===== src/rtl/jtframe_tilemap_fetch_if.sv =====
// CPU-side VRAM access port of the tilemap attribute fetcher.
// Handshake: the master raises cpu_cs with cpu_we/cpu_addr/cpu_dout stable and holds them
// until cpu_ok pulses for one clk; cpu_din is valid with cpu_ok and held afterwards.
// A cpu_cs still high in the clk after cpu_ok is taken as a new access.
interface jtframe_tilemap_fetch_if #(
  parameter int AW = 11
);
  logic          cpu_cs;
  logic          cpu_we;
  logic [AW-1:0] cpu_addr;
  logic [7:0]    cpu_dout;
  logic [7:0]    cpu_din;
  logic          cpu_ok;

  modport master (
    output cpu_cs, cpu_we, cpu_addr, cpu_dout,
    input  cpu_din, cpu_ok
  );

  modport slave (
    input  cpu_cs, cpu_we, cpu_addr, cpu_dout,
    output cpu_din, cpu_ok
  );
endinterface


===== src/rtl/jtframe_tilemap_fetch.sv =====
// Fetches each tile's two-byte map entry one column ahead of the beam, commits it to the
// tilemap at the last pixel of the current tile, and slots CPU VRAM accesses in between.
module jtframe_tilemap_fetch #(
  parameter int MAP_HW = 8,
  parameter int MAP_VW = 8,
  parameter int VA     = MAP_HW + MAP_VW - 6
) (
  input  logic              clk,
  input  logic              rst_n,
  input  logic              pxl_cen,
  input  logic [MAP_HW-1:0] hdump,
  input  logic [MAP_VW-1:0] vdump,
  input  logic              blankn,
  output logic [VA:0]       ram_addr,
  output logic              ram_we,
  output logic [7:0]        ram_din,
  input  logic [7:0]        ram_dout,
  jtframe_tilemap_fetch_if.slave cpu,
  output logic [9:0]        code,
  output logic [3:0]        pal,
  output logic              hflip,
  output logic              vflip,
  output logic [2:0]        st_dbg
);

  localparam logic [2:0] IDLE = 3'd0;
  localparam logic [2:0] F0   = 3'd1;
  localparam logic [2:0] F1   = 3'd2;
  localparam logic [2:0] F2   = 3'd3;
  localparam logic [2:0] C0   = 3'd4;
  localparam logic [2:0] C1   = 3'd5;

  localparam logic [MAP_HW-4:0] COL_ONE = {{(MAP_HW-4){1'b0}}, 1'b1};

  logic [2:0]        st;
  logic              trig;
  logic              commit;
  logic              pend;
  logic [MAP_HW-4:0] col;
  logic [VA-1:0]     t_now;
  logic [VA-1:0]     tgt;
  logic [VA-1:0]     go_t;
  logic [7:0]        byte0;
  logic [7:0]        din_q;
  logic [9:0]        nx_code;
  logic [3:0]        nx_pal;
  logic              nx_hflip;
  logic              nx_vflip;
  logic              unused_vlow;

  assign trig   = pxl_cen && (hdump[2:0] == 3'd4) && blankn;
  assign commit = pxl_cen && (hdump[2:0] == 3'd7);

  // Next column; the adder is exactly as wide as the column field so the last column wraps to 0
  assign col         = hdump[MAP_HW-1:3] + COL_ONE;
  assign t_now       = {vdump[MAP_VW-1:3], col};
  assign go_t        = trig ? t_now : tgt;
  assign unused_vlow = ^vdump[2:0];

  assign st_dbg      = st;
  assign cpu.cpu_ok  = (st == C1);
  // Read data is forwarded straight from the RAM during C1 so it is valid with cpu_ok
  assign cpu.cpu_din = (st == C1 && !cpu.cpu_we) ? ram_dout : din_q;

  always_ff @(posedge clk or negedge rst_n) begin
    if (!rst_n) begin
      st       <= IDLE;
      pend     <= 1'b0;
      tgt      <= '0;
      byte0    <= 8'd0;
      din_q    <= 8'd0;
      ram_addr <= '0;
      ram_we   <= 1'b0;
      ram_din  <= 8'd0;
      nx_code  <= 10'd0;
      nx_pal   <= 4'd0;
      nx_hflip <= 1'b0;
      nx_vflip <= 1'b0;
    end else begin
      ram_we <= 1'b0;
      if (trig) tgt <= t_now;
      case (st)
        IDLE: begin
          if (trig || pend) begin
            st       <= F0;
            pend     <= 1'b0;
            ram_addr <= {go_t, 1'b0};
          end else if (cpu.cpu_cs && !cpu.cpu_ok) begin
            st       <= C0;
            ram_addr <= cpu.cpu_addr;
            ram_we   <= cpu.cpu_we;
            ram_din  <= cpu.cpu_dout;
          end
        end
        F0: begin
          st       <= F1;
          ram_addr <= {tgt, 1'b1};
        end
        F1: begin
          st    <= F2;
          byte0 <= ram_dout;
        end
        F2: begin
          st       <= IDLE;
          nx_code  <= {ram_dout[5:4], byte0};
          nx_pal   <= ram_dout[3:0];
          nx_hflip <= ram_dout[6];
          nx_vflip <= ram_dout[7];
        end
        C0: begin
          st <= C1;
          if (trig) pend <= 1'b1;
        end
        C1: begin
          st <= IDLE;
          if (!cpu.cpu_we) din_q <= ram_dout;
          if (trig) pend <= 1'b1;
        end
        default: st <= IDLE;
      endcase
    end
  end

  // All four fields move together on the commit pixel and hold until the next one
  always_ff @(posedge clk or negedge rst_n) begin
    if (!rst_n) begin
      code  <= 10'd0;
      pal   <= 4'd0;
      hflip <= 1'b0;
      vflip <= 1'b0;
    end else if (commit) begin
      code  <= nx_code;
      pal   <= nx_pal;
      hflip <= nx_hflip;
      vflip <= nx_vflip;
    end
  end

endmodule


===== src/flat_wrapper.sv =====
// flat-port wrapper written by rule: the top's interface ports become plain ports
module jtframe_tilemap_fetch_flat 
#(
  parameter int MAP_HW = 8,
  parameter int MAP_VW = 8,
  parameter int VA     = MAP_HW + MAP_VW - 6
)
  (clk, rst_n, pxl_cen, hdump, vdump, blankn, ram_addr, ram_we, ram_din, ram_dout, code, pal, hflip, vflip, st_dbg, cpu_cpu_cs, cpu_cpu_we, cpu_cpu_addr, cpu_cpu_dout, cpu_cpu_din, cpu_cpu_ok);
  jtframe_tilemap_fetch_if #(.AW((11))) cpu_i ();
  input  logic clk;
  input  logic rst_n;
  input  logic pxl_cen;
  input  logic [MAP_HW-1:0] hdump;
  input  logic [MAP_VW-1:0] vdump;
  input  logic blankn;
  output logic [VA:0] ram_addr;
  output logic ram_we;
  output logic [7:0] ram_din;
  input  logic [7:0] ram_dout;
  output logic [9:0] code;
  output logic [3:0] pal;
  output logic hflip;
  output logic vflip;
  output logic [2:0] st_dbg;
  input wire logic [$bits(cpu_i.cpu_cs)-1:0] cpu_cpu_cs;
  input wire logic [$bits(cpu_i.cpu_we)-1:0] cpu_cpu_we;
  input wire logic [$bits(cpu_i.cpu_addr)-1:0] cpu_cpu_addr;
  input wire logic [$bits(cpu_i.cpu_dout)-1:0] cpu_cpu_dout;
  output wire logic [$bits(cpu_i.cpu_din)-1:0] cpu_cpu_din;
  output wire logic [$bits(cpu_i.cpu_ok)-1:0] cpu_cpu_ok;
  assign cpu_i.cpu_cs = cpu_cpu_cs;
  assign cpu_i.cpu_we = cpu_cpu_we;
  assign cpu_i.cpu_addr = cpu_cpu_addr;
  assign cpu_i.cpu_dout = cpu_cpu_dout;
  assign cpu_cpu_din = cpu_i.cpu_din;
  assign cpu_cpu_ok = cpu_i.cpu_ok;
  jtframe_tilemap_fetch #(.MAP_HW(MAP_HW), .MAP_VW(MAP_VW), .VA(VA)) u_core (.clk(clk), .rst_n(rst_n), .pxl_cen(pxl_cen), .hdump(hdump), .vdump(vdump), .blankn(blankn), .ram_addr(ram_addr), .ram_we(ram_we), .ram_din(ram_din), .ram_dout(ram_dout), .cpu(cpu_i), .code(code), .pal(pal), .hflip(hflip), .vflip(vflip), .st_dbg(st_dbg));
endmodule

===== config.mk =====
export PLATFORM = sky130hd
export DESIGN_NAME = jtframe_tilemap_fetch_flat
export DESIGN_NICKNAME = d
export VERILOG_FILES = /design/src/rtl/jtframe_tilemap_fetch_if.sv /design/src/rtl/jtframe_tilemap_fetch.sv /design/src/flat_wrapper.sv
export SDC_FILE = /design/constraint.sdc
export NUM_CORES = 1
export LEC_CHECK = 0
export CAP_MARGIN = 20
export CELL_PAD_IN_SITES_DETAIL_PLACEMENT = 0
export CELL_PAD_IN_SITES_GLOBAL_PLACEMENT = 2
export CORE_ASPECT_RATIO = 1.25
export CORE_MARGIN = 5
export CORE_UTILIZATION = 34
export CTS_BUF_LIST = sky130_fd_sc_hd__clkbuf_16
export DETAILED_ROUTE_END_ITERATION = 8
export PLACE_DENSITY = 0.86
export SYNTH_ARGS = -nofsm -noshare
export SYNTH_HDL_FRONTEND = slang
export SYNTH_SLANG_ARGS = --single-unit

===== constraint.sdc =====
create_clock -name clk -period 5.15 [get_ports clk]
set_input_delay 1.545 -clock clk [delete_from_list [all_inputs] [get_ports clk]]
set_output_delay 1.545 -clock clk [all_outputs]
set_load 0.05 [all_outputs]

==> impl_metrics.csv, run 1 <==
group,metric,value,unit
synth,yosysSeqAreaShare,0.590,
setup_path,cell_at_the_slowest_stage_of_the_critical_path,"sky130_fd_sc_hd__clkdlybuf4s50_1",
cts,cts-root-buf,"sky130_fd_sc_hd__clkbuf_16",
synth,synthDominantAreaCellType,"sky130_fd_sc_hd__dfrtp_1",
synth,synthDistinctLibCells,39,
cts,clock-sinks,82,
setup_path,worstSetupStartpoint,"cpu_cpu_we",
cells_and_area,drive_above_1_share,0.264,
timing,timing.final.crit_period,4.40,ns
synth,ys.flop_type,"sky130_fd_sc_hd__dfrtp_1",
synth,netlist_instances,255,
cts,number_of_buffers_inserted_by_post_cts_setup_repair,0,
detailed_routing,num_vias,2311,
cells_and_area,stdcell_count,481,
detailed_routing,wl,7890,um
worst_hold_path,min_delay_worst_endpoint,"u_core.tgt[1]",
cts,clock_path_buffers,2,
grt,grt_overflow_total,0,
floorplan,boundaryPins,97,
setup_path,worst-setup-path-type,"in2out",
pwr,static_leak,2.04,nW
pwr,cellPowerDensity,700,mW/mm2
cells_and_area,multiInputGateArea,0.00132,mm2
cells_and_area,layout.filler_cells,979,
setup_path,critical-path-max-stage-delay,0.43,ns
cts,htree_num_levels,3,
grt,grt_pass1_wl,13200,um
timing,fin_crit_sh,0.854,
cts,path_clk_slew,0.06,ns
synth,post_synth_main_area_contributors,"sky130_fd_sc_hd__dfrtp_1, sky130_fd_sc_hd__mux2_2, sky130_fd_sc_hd__nand2_1, sky130_fd_sc_hd__a221o_1, sky130_fd_sc_hd__a22o_1",
cells_and_area,layout.area.seq,0.00205,mm2
synth,synth_nets,305,
grt,grt_pass1_vias,2519,
setup_path,worst-endpoint-arrival,2.85,ns
timing,final.setup_skew,0.00677,ns
cells_and_area,antenna_cells_inserted,0,
pwr,vdd.ir_drop.worst,0.000364,V
floorplan,row_count,41,
synth,async_sr_flop_fraction,1.00,
setup_path,worstReg2RegEnd,"u_core.nx_code[2]",
placed_design,place_inst,465,
cts,insertion_delay,0.33,ns
flow_run,timing.max_cap.violations,0,
setup_path,worstReg2RegStart,"u_core.st_dbg[0]",
cts,post_cts_resized,0,
synth,mappedNetlistArea,0.00348,mm2
floorplan,floorplan.die.height,123,um
synth,yosys-top-cells-count,"sky130_fd_sc_hd__dfrtp_1, sky130_fd_sc_hd__mux2_2, sky130_fd_sc_hd__nand2_1, sky130_fd_sc_hd__and2_1",
floorplan,die_w,101,um
setup_path,worstSetupPathDepth,5,
timing,slew_violations,0,
cells_and_area,fin_nets,398,
cts,tritoncts.num_buffers,9,
worst_hold_path,timing.hold.worst.start,"u_core.tgt[1]",
worst_hold_path,whs_path_depth,2,
outcome,outcome,"completed",
floorplan,total_die_area,0.0124,mm2
detailed_routing,drc_errors,0,
placed_design,dp.final_hpwl,5480,um
pwr,report.power.total,3.34,mW
setup_path,crit_path_frequent_cell,"sky130_fd_sc_hd__buf_4",
floorplan,initial_core_util,0.346,
timing,setup-violations-final,0,
grt,grt.total_usage,0.136,
cells_and_area,final_util,0.475,
detailed_routing,route.antenna.remaining_nets,0,
synth,post_synth.cell_area_avg,13.7,um2
setup_path,cp_cell_sequence,"clkdlybuf4s50_1, nor2b_1, buf_4, mux2_2, buf_4",
setup_path,crit_buf_inv,3,
setup_path,worst-r2r-cell-count,2,
setup_path,worstPathRequired,3.61,ns
timing,slew_headroom,0.380,
worst_hold_path,hold_class,"reg2reg",
timing,timing.setup.tns,0,ns
synth,number_of_enable_flip_flop_cells_after_synthesis,0,
synth,synth_largest_type_area_fraction,0.590,
cells_and_area,area_growth_syn_to_layout,37.1,%
timing,fmaxAchievable,227,MHz
timing,rsz_0062_raised_after_global_routing,"false",
setup_path,worstSetupStartpointType,"input port",
cts,ctsHoldBuffers,0,
placed_design,globalplace.congestion,0.739,
floorplan,placeableCoreArea,0.0101,mm2
setup_path,family_of_cells_with_the_greatest_summed_delay_on_the_critical_path,"buffers and inverters",
detailed_routing,detail_route.vias_per_cell,4.80,
setup_path,crit_path_max_fanout,8,
placed_design,placement.io_buffers,93,
synth,ys_ff_latch,82,
grt,grt_start_max_net_pins,83,
detailed_routing,first_drt_pass_iteration_count,4,
detailed_routing,wl_per_cell,16.4,um
timing,finalHoldViolCount,0,
synth,synthMostInstantiatedCell,"sky130_fd_sc_hd__dfrtp_1",
cts,tritoncts,"built",
detailed_routing,drt_iter0_drc,83,
setup_path,r2r_setup_slack,3.09,ns
synth,yosys_warnings,0,
grt,grt_antenna_before_repair,0,
timing,tightest_slew,0.927,ns
setup_path,cp-end-kind,"output pin",
==> layer usage <==
layer / GRT usage / up-vias / wire length, um
li1: - / 1094 / -
met1: 0.180 / 1131 / 3470
met2: 0.204 / 78 / 3630
met3: 0.0525 / 8 / 694
met4: 0.0455 / 0 / 92
met5: 0 / - / 0
==> how the worst max path moves through the flow <==
stage / to
detailed placement: cpu_cpu_din[6]
global route: cpu_cpu_din[5]
global placement: cpu_cpu_din[4]
CTS: cpu_cpu_din[6]
floorplan: cpu_cpu_din[0]
finish: cpu_cpu_din[6]
==> cell usage in the layout, fill, tap and decap left out, types with 3 or more instances in the layout <==
| master | Yosys | routed |
|---|---|---|
| sky130_fd_sc_hd__a221o_1 | 7 | 7 |
| sky130_fd_sc_hd__a22o_1 | 6 | 6 |
| sky130_fd_sc_hd__and2_1 | 8 | 8 |
| sky130_fd_sc_hd__buf_4 | 4 | 11 |
| sky130_fd_sc_hd__clkbuf_16 | 0 | 9 |
| sky130_fd_sc_hd__clkdlybuf4s50_1 | 0 | 84 |
| sky130_fd_sc_hd__dfrtp_1 | 82 | 82 |
| sky130_fd_sc_hd__mux2_2 | 56 | 56 |
| sky130_fd_sc_hd__nand2_1 | 28 | 28 |
| sky130_fd_sc_hd__nand3_1 | 7 | 7 |
| sky130_fd_sc_hd__nor2_1 | 5 | 5 |
| sky130_fd_sc_hd__nor3_1 | 3 | 3 |
| sky130_fd_sc_hd__o21ai_0 | 5 | 5 |
| sky130_fd_sc_hd__xnor2_1 | 4 | 4 |
==> worst min-delay path, cell delays in order, from the launching register on <==
cell                      delay (ns)
sky130_fd_sc_hd__dfrtp_1        0.33
sky130_fd_sc_hd__nand2_1        0.05
sky130_fd_sc_hd__nand2_1        0.06
==> through the flow <==
| stage | worst slack (ns) | hold WS (ns) | instance area [um2] |
|---|---|---|---|
| global route | 0.666 | 0.510 | 4770 |
| floorplan | 1.06 | 0.437 | 3480 |
| detailed placement | 0.747 | 0.459 | 4460 |
| global placement | 0.752 | 0.449 | 4460 |
| CTS | 0.735 | 0.475 | 4750 |
| finish | 0.753 | 0.470 | 4770 |
==> final cells by class <==
class	instances	share of cell area
Clock buffer	9	0.0472
Multi-Input combinational cell	157	0.276
Timing Repair Buffer	96	0.199
Sequential cell	82	0.430
Tap cell	129	0.0338
Inverter	2	0.00157
Clock inverter	6	0.0123
==> flip-flops by register name (all words and copies together), names as in the netlist, 3 cells and up <==
signal and count:
u_core.ram_addr 11, u_core.code 10, u_core.nx_code 10, u_core.tgt 10, u_core.byte0 8, u_core.din_q 8, u_core.ram_din 8, u_core.nx_pal 4
u_core.pal 4, u_core.st_dbg 3
==> power by group <==
part	switching [mW]	internal, mW	total (mW)
combinational	0.982	0.635	1.62
sequential	0.164	0.938	1.10
clock	0.251	0.369	0.620
total	1.40	1.94	3.34
==> cells by family (layout without fill, tap and decap cells) <==
kind of cell / count (synthesis) / in the layout / synth area share
AOI/OAI and AO/OA: 31 / 31 / 0.0812
xor gates and xnor gates: 4 / 4 / 0.0101
adders and majority gates: 1 / 1 / 0.00359
buffers and inverters: 16 / 113 / 0.0320
DFF: 82 / 82 / 0.590
muxes: 56 / 56 / 0.181
and+or+nand+nor: 65 / 65 / 0.102
No activity file was read; power rests on OpenSTA's default activity.
==> run 2, diff against run 1 <==
GPL_TIMING_DRIVEN = 0   (was unset)
==> run 2 against run 1 <==
Against the previous run: critical path depth is the same; total power increased by 3.6%; largest power group unchanged; final cell count increased by 2.7%; clock-buffer cell count did not move; combinational power up 6%; global-route usage grew 0.55 points; critical endpoint is now cpu_cpu_din[4]; hold slack hardly changed; non-clock buffer count is 12 higher.
==> impl_metrics.csv, run 2 (same netlist as run 1, synthesis figures left out) <==
group,metric,value,unit
placed_design,globalplace.congestion,0.775,
cells_and_area,most-common-layout-cells,"sky130_fd_sc_hd__clkdlybuf4s50_1, sky130_fd_sc_hd__dfrtp_1, sky130_fd_sc_hd__mux2_2, sky130_fd_sc_hd__nand2_1, sky130_fd_sc_hd__clkbuf_16",
grt,grt_pass1_vias,2517,
setup_path,worstPathRequired,3.61,ns
cts,clock_path_buffers,2,
setup_path,crit_path_max_fanout,8,
detailed_routing,wl_per_cell,16.4,um
timing,finalHoldViolCount,0,
setup_path,worstSetupStartpointType,"input port",
setup_path,cell_at_the_slowest_stage_of_the_critical_path,"sky130_fd_sc_hd__clkdlybuf4s50_1",
timing,setup_ws,0.131,ns
grt,grt.total_usage,0.141,
timing,slew_headroom,0.464,
cells_and_area,layout.cells.most_common,"sky130_fd_sc_hd__clkdlybuf4s50_1",
setup_path,crit_path_frequent_cell,"sky130_fd_sc_hd__clkdlybuf4s50_1",
outcome,outcome,"completed",
timing,final.setup_skew,0.00783,ns
cells_and_area,antenna_cells_inserted,0,
cts,cts-root-buf,"sky130_fd_sc_hd__clkbuf_16",
cells_and_area,largest_register_ffs,11,
floorplan,placeableCoreArea,0.0101,mm2
detailed_routing,wl,8120,um
floorplan,initial_core_util,0.346,
setup_path,cp-end-kind,"output pin",
timing,tightest_slew,0.801,ns
cts,path_clk_slew,0.06,ns
floorplan,die_w,101,um
detailed_routing,first_drt_pass_iteration_count,4,
cells_and_area,drive_above_1_share,0.263,
timing,timing.final.crit_period,5.02,ns
cts,tritoncts.num_buffers,9,
pwr,vdd.ir_drop.worst,0.000359,V
placed_design,place_inst,478,
cells_and_area,stdcell_count,494,
cts,clock-sinks,82,
setup_path,worst-setup-path-type,"in2out",
setup_path,critical-path-max-stage-delay,0.71,ns
timing,slew_violations,0,
cts,ctsHoldBuffers,0,
cells_and_area,fin_nets,410,
grt,grt_start_max_net_pins,48,
timing,fin_crit_sh,0.974,
flow_run,timing.max_cap.violations,0,
setup_path,worstSetupPathDepth,5,
cts,post_cts_resized,0,
grt,grt_antenna_before_repair,0,
cts,tritoncts,"built",
placed_design,dp.final_hpwl,5980,um
worst_hold_path,whs_path_depth,2,
floorplan,floorplan.die.height,123,um
cells_and_area,area_growth_syn_to_layout,41.2,%
detailed_routing,num_vias,2341,
pwr,cellPowerDensity,704,mW/mm2
detailed_routing,drt_iter0_drc,45,
setup_path,crit_buf_inv,3,
cells_and_area,regMostFlops,"u_core.ram_addr",
pwr,static_leak,2.10,nW
cts,insertion_delay,0.33,ns
floorplan,total_die_area,0.0124,mm2
detailed_routing,route.antenna.remaining_nets,0,
cts,htree_num_levels,3,
timing,timing.setup.tns,0,ns
timing,rsz_0062_raised_after_global_routing,"false",
setup_path,family_of_cells_with_the_greatest_summed_delay_on_the_critical_path,"buffers and inverters",
timing,setup-violations-final,0,
cts,number_of_buffers_inserted_by_post_cts_setup_repair,0,
floorplan,boundaryPins,97,
setup_path,cp_cell_sequence,"clkdlybuf4s50_1, nor2b_1, buf_2, mux2_2, clkdlybuf4s50_1",
worst_hold_path,hold_class,"reg2reg",
placed_design,worst_setup_slack_after_placement,0.114,ns
timing,fmaxAchievable,199,MHz
detailed_routing,drc_errors,0,
setup_path,worst-endpoint-arrival,3.47,ns
grt,grt_overflow_total,0,
floorplan,row_count,41,
grt,grt_pass1_wl,13400,um
placed_design,placement.io_buffers,93,
detailed_routing,detail_route.vias_per_cell,4.74,
setup_path,worst-r2r-cell-count,6,
[run 2: worst paths after layout]
check,from,endpoint,slack (ns)
max,cpu_cpu_we,cpu_cpu_din[4],0.13
min,u_core.tgt[5],u_core.tgt[5],0.47
max reg2reg,u_core.st_dbg[0],u_core.din_q[4],3.30
min reg2reg,u_core.tgt[5],u_core.tgt[5],0.47
max in group asynchronous,rst_n,u_core.code[4],3.37
min in group asynchronous,rst_n,u_core.ram_addr[4],1.17
[run 2: worst register-to-register path, stage by stage (launching register included)]
cell and delay, ns:
sky130_fd_sc_hd__dfrtp_1 0.39, sky130_fd_sc_hd__buf_4 0.21, sky130_fd_sc_hd__inv_1 0.11, sky130_fd_sc_hd__nor3b_2 0.19, sky130_fd_sc_hd__nor2b_1 0.16, sky130_fd_sc_hd__buf_2 0.26, sky130_fd_sc_hd__mux2_2 0.39
[run 2: where the power goes]
part | leakage, nW | internal [mW] | switching (mW)
combinational | 0.954 | 0.687 | 1.02
sequential | 0.999 | 0.939 | 0.138
clock | 0.151 | 0.424 | 0.253
[run 2: cell type report]
| cell class | instances | area (um2) |
|---|---|---|
| Clock buffer | 9 | 225 |
| Multi-Input combinational cell | 157 | 1320 |
| Clock inverter | 7 | 92.6 |
| Fill cell | 946 | 5140 |
| Tap cell | 129 | 161 |
| Sequential cell | 82 | 2050 |
| Buffer | 14 | 104 |
| Inverter | 2 | 7.51 |
| Timing Repair Buffer | 94 | 956 |
[run 2: through the flow]
step                      cell area [um2]  hold WS (ns)  total power [mW]   util
after global placement               4570         0.450              2.79  0.455
final                                4920         0.471              3.46  0.489
after floorplan                      3480         0.437              2.25      -
after detailed placement             4600         0.458              2.82  0.457
after CTS                            4920         0.477              3.52  0.489
after global routing                 4920         0.504              3.66  0.489
[run 2: metal layers]
| layer | track usage | part of all wire | wire length, um |
|---|---|---|---|
| met5 | 0 | 0 | 0 |
| met4 | 0.0480 | 0.011 | 93 |
| met3 | 0.0485 | 0.082 | 667 |
| met2 | 0.218 | 0.47 | 3840 |
| met1 | 0.186 | 0.43 | 3510 |
